--- src/rtl/pong_game_ctrl.sv ---
// -----------------------------------------------------------------------------
// pong_game_ctrl
//
// Match sequencer for the Pong datapath. It owns the match state machine
// (idle, serve delay, rally, game over), keeps both players' scores for the
// 7-segment digits, gates paddle/ball motion and requests a ball re-serve.
//
// Parameters
//   SCORE_LIMIT   points needed to win (1..15)
//   SERVE_FRAMES  frame ticks spent in SERVE before the ball is launched (1..255)
//   BLINK_FRAMES  frame ticks per half-period of o_Blink in GAME_OVER (1..255)
//
// Ports
//   i_Clk          system clock
//   i_Rst_L        asynchronous active-low reset
//   i_VSync        VGA vertical sync; a frame tick is its registered 1->0 edge
//   i_Game_Start   debounced start level; only the rising edge acts
//   i_P1_Miss      1-cycle pulse, ball passed player 1 paddle
//   i_P2_Miss      1-cycle pulse, ball passed player 2 paddle
//   o_Game_Active  high only in PLAY; enables ball and paddle motion
//   o_Serve        1-cycle pulse: re-centre and launch the ball
//   o_P1_Score     player 1 score, binary
//   o_P2_Score     player 2 score, binary
//   o_Winner       00 none, 01 player 1, 10 player 2
//   o_Blink        toggles every BLINK_FRAMES ticks in GAME_OVER, 0 elsewhere
//   o_State        00 IDLE, 01 SERVE, 10 PLAY, 11 GAME_OVER
//
// All outputs are registered: an event sampled on edge N is visible after N.
// -----------------------------------------------------------------------------
module pong_game_ctrl #(
  parameter int unsigned SCORE_LIMIT  = 9,
  parameter int unsigned SERVE_FRAMES = 60,
  parameter int unsigned BLINK_FRAMES = 30
) (
  input  logic       i_Clk,
  input  logic       i_Rst_L,
  input  logic       i_VSync,
  input  logic       i_Game_Start,
  input  logic       i_P1_Miss,
  input  logic       i_P2_Miss,
  output logic       o_Game_Active,
  output logic       o_Serve,
  output logic [3:0] o_P1_Score,
  output logic [3:0] o_P2_Score,
  output logic [1:0] o_Winner,
  output logic       o_Blink,
  output logic [1:0] o_State
);

  // State encoding is exported unchanged on o_State.
  typedef enum logic [1:0] {
    StIdle     = 2'b00,
    StServe    = 2'b01,
    StPlay     = 2'b10,
    StGameOver = 2'b11
  } state_e;

  localparam logic [3:0] ScoreLimit  = 4'(SCORE_LIMIT);
  localparam logic [7:0] ServeFrames = 8'(SERVE_FRAMES);
  localparam logic [7:0] BlinkFrames = 8'(BLINK_FRAMES);

  localparam logic [1:0] WinNone = 2'b00;
  localparam logic [1:0] WinP1   = 2'b01;
  localparam logic [1:0] WinP2   = 2'b10;

  // ---------------------------------------------------------------------------
  // Registers
  // ---------------------------------------------------------------------------
  state_e     state_q;
  logic [7:0] frame_cnt_q;
  logic [3:0] p1_score_q;
  logic [3:0] p2_score_q;
  logic [1:0] winner_q;
  logic       game_active_q;
  logic       serve_q;
  logic       blink_q;
  logic       vsync_q;
  logic       start_q;

  // ---------------------------------------------------------------------------
  // Edge strobes and helper arithmetic
  // ---------------------------------------------------------------------------
  logic       frame_tick;
  logic       start_edge;
  logic [7:0] frame_cnt_inc;
  logic [3:0] p1_score_inc;
  logic [3:0] p2_score_inc;

  // Frame tick on the falling edge of VSync, start on the rising edge of the
  // start level. Each is high for exactly one clock.
  assign frame_tick = vsync_q & ~i_VSync;
  assign start_edge = ~start_q & i_Game_Start;

  assign frame_cnt_inc = frame_cnt_q + 8'd1;

  // Saturating increments so a score can never run past the limit or wrap.
  always_comb begin
    p1_score_inc = p1_score_q;
    p2_score_inc = p2_score_q;
    if (p1_score_q < ScoreLimit) begin
      p1_score_inc = p1_score_q + 4'd1;
    end
    if (p2_score_q < ScoreLimit) begin
      p2_score_inc = p2_score_q + 4'd1;
    end
  end

  // ---------------------------------------------------------------------------
  // Input edge-detect registers
  // ---------------------------------------------------------------------------
  always_ff @(posedge i_Clk or negedge i_Rst_L) begin
    if (!i_Rst_L) begin
      vsync_q <= 1'b0;
      start_q <= 1'b0;
    end else begin
      vsync_q <= i_VSync;
      start_q <= i_Game_Start;
    end
  end

  // ---------------------------------------------------------------------------
  // Match state machine with registered outputs
  // ---------------------------------------------------------------------------
  always_ff @(posedge i_Clk or negedge i_Rst_L) begin
    if (!i_Rst_L) begin
      state_q       <= StIdle;
      frame_cnt_q   <= 8'd0;
      p1_score_q    <= 4'd0;
      p2_score_q    <= 4'd0;
      winner_q      <= WinNone;
      game_active_q <= 1'b0;
      serve_q       <= 1'b0;
      blink_q       <= 1'b0;
    end else begin
      // o_Serve is a single-cycle pulse unless re-asserted below.
      serve_q <= 1'b0;

      unique case (state_q)
        StIdle: begin
          if (start_edge) begin
            p1_score_q  <= 4'd0;
            p2_score_q  <= 4'd0;
            winner_q    <= WinNone;
            frame_cnt_q <= 8'd0;
            state_q     <= StServe;
          end
        end

        StServe: begin
          // Start and misses are ignored here; the start switch shares a pin
          // with a paddle input.
          if (frame_tick) begin
            if (frame_cnt_inc == ServeFrames) begin
              serve_q       <= 1'b1;
              game_active_q <= 1'b1;
              frame_cnt_q   <= 8'd0;
              state_q       <= StPlay;
            end else begin
              frame_cnt_q <= frame_cnt_inc;
            end
          end
        end

        StPlay: begin
          // Frame ticks are irrelevant during a rally; a miss always wins.
          if (i_P1_Miss && i_P2_Miss) begin
            // Simultaneous miss: no point, just re-serve.
            game_active_q <= 1'b0;
            frame_cnt_q   <= 8'd0;
            state_q       <= StServe;
          end else if (i_P1_Miss) begin
            game_active_q <= 1'b0;
            frame_cnt_q   <= 8'd0;
            p2_score_q    <= p2_score_inc;
            if (p2_score_inc == ScoreLimit) begin
              winner_q <= WinP2;
              state_q  <= StGameOver;
            end else begin
              state_q <= StServe;
            end
          end else if (i_P2_Miss) begin
            game_active_q <= 1'b0;
            frame_cnt_q   <= 8'd0;
            p1_score_q    <= p1_score_inc;
            if (p1_score_inc == ScoreLimit) begin
              winner_q <= WinP1;
              state_q  <= StGameOver;
            end else begin
              state_q <= StServe;
            end
          end
        end

        StGameOver: begin
          // Start beats a coincident tick so the new serve delay starts at 0.
          if (start_edge) begin
            p1_score_q  <= 4'd0;
            p2_score_q  <= 4'd0;
            winner_q    <= WinNone;
            blink_q     <= 1'b0;
            frame_cnt_q <= 8'd0;
            state_q     <= StServe;
          end else if (frame_tick) begin
            if (frame_cnt_inc == BlinkFrames) begin
              blink_q     <= ~blink_q;
              frame_cnt_q <= 8'd0;
            end else begin
              frame_cnt_q <= frame_cnt_inc;
            end
          end
        end

        default: begin
          state_q <= StIdle;
        end
      endcase
    end
  end

  // ---------------------------------------------------------------------------
  // Outputs (straight from registers)
  // ---------------------------------------------------------------------------
  assign o_Game_Active = game_active_q;
  assign o_Serve       = serve_q;
  assign o_P1_Score    = p1_score_q;
  assign o_P2_Score    = p2_score_q;
  assign o_Winner      = winner_q;
  assign o_Blink       = blink_q;
  assign o_State       = state_q;

endmodule

--- config.mk ---
export PLATFORM = sky130hd
export DESIGN_NAME = pong_game_ctrl
export DESIGN_NICKNAME = d
export VERILOG_FILES = /design/src/rtl/pong_game_ctrl.sv
export SDC_FILE = /design/constraint.sdc
export NUM_CORES = 1
export LEC_CHECK = 0
export CAP_MARGIN = 20
export CORE_ASPECT_RATIO = 0.9
export CORE_MARGIN = 2
export CORE_UTILIZATION = 55
export CTS_CLUSTER_DIAMETER = 200
export CTS_CLUSTER_SIZE = 14
export DETAILED_ROUTE_END_ITERATION = 10
export PLACE_DENSITY = 0.9
export RECOVER_POWER = 100
export SYNTH_ARGS = -nofsm -noshare
export SYNTH_HDL_FRONTEND = slang
export SYNTH_SLANG_ARGS = --single-unit
--- constraint.sdc ---
create_clock -name i_Clk -period 3.36 [get_ports i_Clk]
set_clock_uncertainty 0.1 [all_clocks]
set_input_delay 0.504 -clock i_Clk [delete_from_list [all_inputs] [get_ports i_Clk]]
set_output_delay 0.504 -clock i_Clk [all_outputs]
set_load 0.005 [all_outputs]
Yosys cells after proc, flatten, opt, wreduce, memory -nomap -nowiden:

Cells that the tools add are included.

* add/sub/neg operators: 3
* $mul: 0
* div/mod/pow operators: 0
* order comparisons: 2
* equality and inequality tests: 20
* shift operators: 0
* muxes and demuxes: 48
* bitwise gates (word level): 5
* reduce and logical (&&, ||, !) cells: 14

Operators with widths (count)
* 2-to-1 mux 8 bit: 9
* 2-to-1 mux 4 bit: 8
* one-hot mux 8 bit (4 select lines): 1
* 2-to-1 mux 2 bit: 14
* one-hot mux 4 bit (2 select lines): 2
* AND reduction 4 bit: 4
* != test 2 bit (second input constant): 7
* != test 3 bit (second input constant): 4
* 2-to-1 mux 1 bit: 11
* adder 4 x 1 -> 4 bit (second input constant): 2
* adder 8 x 1 -> 8 bit (second input constant): 1
* equality test 4 bit (second input constant): 2
* equality test 8 x 5 -> 1 bit (second input constant): 1
* equality test 8 x 6 -> 1 bit (second input constant): 1
* < comparator 4 bit (second input constant): 2
* nonzero test 2 bit: 4
* one-hot mux 2 bit (3 select lines): 1
* AND reduction 6 bit: 1
* AND reduction 5 bit: 1
* equality test 2 bit (second input constant): 2
* != test 4 bit (second input constant): 1
* one-hot mux 2 bit (2 select lines): 1
* NOT 1 bit: 3
* AND reduction 3 bit: 1
* other kinds (7): 8

* register bits after elaboration: 25
* bits in latches: 0
* RAM bits: 0
* bits in read-only memories: 0
* output and inout port bits: 15
* memories: 0

Depth between registers and ports, before layout:

* depth in word-level cells: 8
* mapped depth: 8
* gate-level depth less buffers: 8

Worst setup path before layout:

OpenSTA, ideal clock, no wires.

* path type: reg-to-reg
* start point: register p1_score_q[0], in the netlist o_P1_Score[0]
* end point: register winner_q[0], in the netlist o_Winner[0]
* setup time: 0.125 ns
* arrival: 2.163 ns
* required time: 3.135 ns
* path slack: 0.972 ns
* cell stages (with the launch flop): 8
* period minus slack after synthesis: 2.388 ns
* cell sequence: dfrtp_1 -> ha_1 -> or2_2 -> a221oi_1 -> o22ai_1 -> or2_2 -> a21oi_1 -> mux2_2

* cells in the longest elaborated chain, start to end: 5

Ends and longest elaborated chain
* start, declared: RTL line 71 `logic [3:0] p1_score_q;`
* start signal, assigned: RTL line 184 `p1_score_q <= p1_score_inc;`
* adder 4 x 1 -> 4 bit / < comparator 4 bit (equally long branches): RTL line 101, 100
* 2-to-1 mux 4 bit *: RTL line 100 `if (p1_score_q < ScoreLimit) begin`
* equality test 4 bit *: RTL line 185 `if (p1_score_inc == ScoreLimit) begin`
* != test 3 bit (no line) *
* AND reduction 6 bit (no line) *
* end signal, assigned: RTL line 176 `winner_q <= WinP2;`
* end signal, assigned: RTL line 186 `winner_q <= WinP1;`
* end signal, assigned: RTL line 199 `winner_q <= WinNone;`
* end, declared: RTL line 73 `logic [1:0] winner_q;`

Every way passes the cells marked *; elsewhere a longest branch is shown, timed or not.
A chain may end at the register's enable or synchronous reset.

Final worst setup path:

* start point: register frame_cnt_q[0]
* end point: register state_q[1], in the netlist o_State[1]

* cells in the longest elaborated chain, start to end: 4

Ends and longest elaborated chain
* start, declared: RTL line 70 `logic [7:0] frame_cnt_q;`
* start signal, assigned: RTL line 159 `frame_cnt_q <= frame_cnt_inc;`
* start signal, assigned: RTL line 208 `frame_cnt_q <= frame_cnt_inc;`
* adder 8 x 1 -> 8 bit: RTL line 94 `assign frame_cnt_inc = frame_cnt_q + 8'd1;`
* equality test 8 x 6 -> 1 bit: RTL line 153 `if (frame_cnt_inc == ServeFrames) begin`
* != test 2 bit (no line)
* AND reduction 4 bit (no line)
* end signal, assigned: RTL line 145 `state_q <= StServe;`
* end signal, assigned: RTL line 157 `state_q <= StPlay;`
* end signal, assigned: RTL line 170 `state_q <= StServe;`
* end, declared: RTL line 69 `state_e state_q;`

Every way passes these cells.

==> summary.md <==
| Metric | Value |
|---|---|
| Core area | `0.00300 mm²` |
| Post-route DRC | `0` |
| Initial antenna violation count | `0` |
| FF-to-FF End | `o_State[1]` |
| Via Count | `1510` |
| Post-route antenna net violation count | `0` |
| RSZ-0062 raised after global routing | `no` |
| Sw Pwr | `0.295 mW` |
| Final critical-path setup slack | `~0.63 ns` |
| Post_cts resized | `0` |
| Top-count cell post-synth | `nand2_1` |
| Mapped Nets | `207` |
| Row count | `19` |
| Relative slew slack | `10.7%` |
| Leak pwr | `0.904 nW` |
| DR WL/cell | `13.9 µm` |
| Die Y | `56.7 µm` |
| Die W | `62.5 µm` |
| CTS Buf Count | `3` |
| Port bufs | `20` |
| Vias in the first global route | `1341` |
| Clk slew on worst S/H paths | `0.15 ns` |
| Layout cell share with drive strength beyond 1 | `a little over 7%` |
| CP Data Arrival Time | `2.88 ns` |
| Placed Cells | `250` |
| CP endpoint kind | `flip-flop` |
| Mapped Avg Cell Area | `8.98 µm²` |
| First-pass GRT wire length | `around 6.1 mm` |
| CTS H-tree lvls | `1` |
| Setup Fix Bufs, Post-CTS | `0` |
| Setup_tns | `0 ns` |
| Clk_lat worst skew | `0.33 ns` |
| Combinational share of power | `29.7%` |
| Deepest clock path buffer count | `2` |
| Clock group share of total power | `a little under a fifth` |
| Slack of the worst reg-to-reg path | `0.63 ns` |
| Sequential share of the synthesized area | `36.9%` |
| Worst-Margin Slew | `around 1.3 ns` |
| Starting density of the core | `56.6%` |
| Synth Warn # | `0` |
| Leading post-synthesis cells by cell area | `dfrtp_1, ha_1, nand2_1` |
| Clock tree from TritonCTS | `done` |
| Worst Hold Depth | `2` |
| Worst R2R Path Depth | `7` |
| # diodes | `0` |
| Worst Hold Path EP | `o_Winner[1]` |
| Synthesis-to-layout area growth | `14.2%` |
| DP HPWL | `~2.5 mm` |
| Hold Buf Count CTS | `0` |
| Synth top area share | `36.9%` |
| Power per Cell Area | `405 mW/mm²` |
| Worst Path Required | `3.50 ns` |
| Final setup vio count | `0` |
| Post-synth EDFFs | `0` |
| Worst Path Class, Setup | `flip-flop to flip-flop` |
| HP Start | `o_Winner[1]` |
| Sw Share | `37.6%` |
| Register share of total power | `52.0%` |
| Fmax achieved | `366 MHz` |
| Internal power | `0.491 mW` |
| Root buffer cell | `clkbuf_4` |
| Total Routing Usage GR | `21.1%` |
| Routability cong. | `0.924` |
| Min Tclk post-route | `2.73 ns` |
| Asr flop ratio synth | `100%` |
| I/O pins | `21` |
| Post-route core utilization | `64.7%` |
| Fin cells | `254` |
| Synth cell count leaders | `nand2_1, dfrtp_1, inv_1` |
| Final Max Tran Viols | `0` |
| RR Startpoint | `frame_cnt_q[0]` |
| Drt pass-1 iters | `4` |
| CP startpoint kind | `flip-flop` |
| Yosys cell types | `55` |
| Post-synth top flop | `dfrtp_1` |
| Max-cap violations | `0` |
| DRT iter0 DRCs | `91` |
| Drt total wl | `roughly 3.5 mm` |
| Syn Std Cell Area | `0.00170 mm²` |
| Dominant cell type by area after synthesis | `dfrtp_1` |
| Nets@finish | `between 200 and 250` |
| Count of final hold-check violations | `0` |
| Layout fillers | `258` |
| Largest net degree at the start of global routing | `26` |
| Synth Register Bits | `25` |
| Placement Setup Slack | `0.827 ns` |
| # clock sinks | `25` |
| Cells after Synth | `189` |
| Routed vias/inst | `5.94` |
| Die Area | `0.00355 mm²` |
| Worst min-delay path category | `flip-flop to flip-flop` |
| CP max FO | `10` |
| VDD IR max | `0.000248 V` |
| Final Cycle Share | `between 80% and 90%` |
| Status | `finished clean` |
| Total grt overflow | `0` |
==> worst max path at each step <==
| stage | depth (start not counted) | startpoint | endpoint | slack (ns) |
|---|---|---|---|---|
| floorplan | 7 | o_P1_Score[0] | o_Winner[0] | 0.97 |
| global placement | 7 | o_P1_Score[0] | o_Winner[0] | 0.85 |
| detailed placement | 7 | i_P1_Miss | frame_cnt_q[4] | 0.83 |
| CTS | 7 | o_P1_Score[0] | o_Winner[0] | 0.81 |
| global route | 8 | o_State[0] | frame_cnt_q[1] | 0.41 |
| finish | 7 | frame_cnt_q[0] | o_State[1] | 0.63 |
==> registers in the layout (all words and copies together), names as in the netlist <==
| register | cells |
|---|---|
| o_State | 2 |
| o_Serve | 1 |
| o_P2_Score | 4 |
| o_Game_Active | 1 |
| frame_cnt_q | 8 |
| vsync_q | 1 |
| o_Blink | 1 |
| start_q | 1 |
| o_Winner | 2 |
| o_P1_Score | 4 |
==> cell usage in the layout, fill, tap and decap left out, drive strengths merged, types with 3 or more instances in the layout <==
cell type    instances
and3                 3
nor2                10
clkbuf               4
nor3                 3
ha                  12
a21oi               11
mux2i                3
o21ai               13
dlygate4sd3         18
nand3               10
nand2               28
inv                 13
o22ai                5
a211oi               3
dfrtp               25
nand2b               7
==> logic make-up (layout without fill, tap and decap cells) <==
| group | after synthesis | count (layout) | share of synthesized area, % |
|---|---|---|---|
| buf+inv | 15 | 38 | 3.83 |
| flops | 25 | 25 | 36.9 |
| fa+ha+maj | 12 | 12 | 8.85 |
| simple gates | 78 | 78 | 24.5 |
| xor+xnor | 1 | 1 | 0.516 |
| compound gates | 54 | 54 | 23.0 |
| mux | 4 | 4 | 2.43 |
==> routing by layer <==
layer  global-route usage [%]  part of all wire [%]  wire [µm]
met1                     31.0                    49       1720
met2                     32.6                    44       1560
met3                     2.81                   6.2        217
met4                     6.35                  0.54         19
met5                        0                     0          0
==> power groups by stage <==
stage / logic, mW / clock network [mW] / registers (mW)
2_1_floorplan: 0.192 / 0 / 0.388
3_3_place_gp: 0.233 / 0 / 0.413
3_5_place_dp: 0.240 / 0 / 0.414
5_1_grt: 0.270 / 0.156 / 0.419
6_report: 0.233 / 0.143 / 0.409
4_1_cts: 0.242 / 0.146 / 0.408
==> critical path: stages (launching register included) <==
cell and delay [ns]:
dfrtp_1 0.52, ha_1 0.29, and3_1 0.19, a311o_1 0.35
a22oi_1 0.33, nand3_1 0.23, a221o_1 0.43, a32o_1 0.21
==> layout make-up <==
type,instances,area (µm²),share of cell area [%]
tap,42,52.6,2.71
clock inverter,1,7.51,0.387
clock buffer,3,22.5,1.16
inverter,13,48.8,2.52
sequential,25,626,32.3
timing repair buffer,21,204,10.5
multi-input combinational,149,977,50.4
==> metrics by stage <==
step	total power, mW	hold WS (ns)	cell area, µm²
floorplan	0.579	0.108	1700
global route	0.845	0.471	1940
finish	0.786	0.438	1940
CTS	0.797	0.412	1970
global placement	0.646	0.403	1940
detailed placement	0.655	0.424	1940
(Power assumes the default switching activity.)
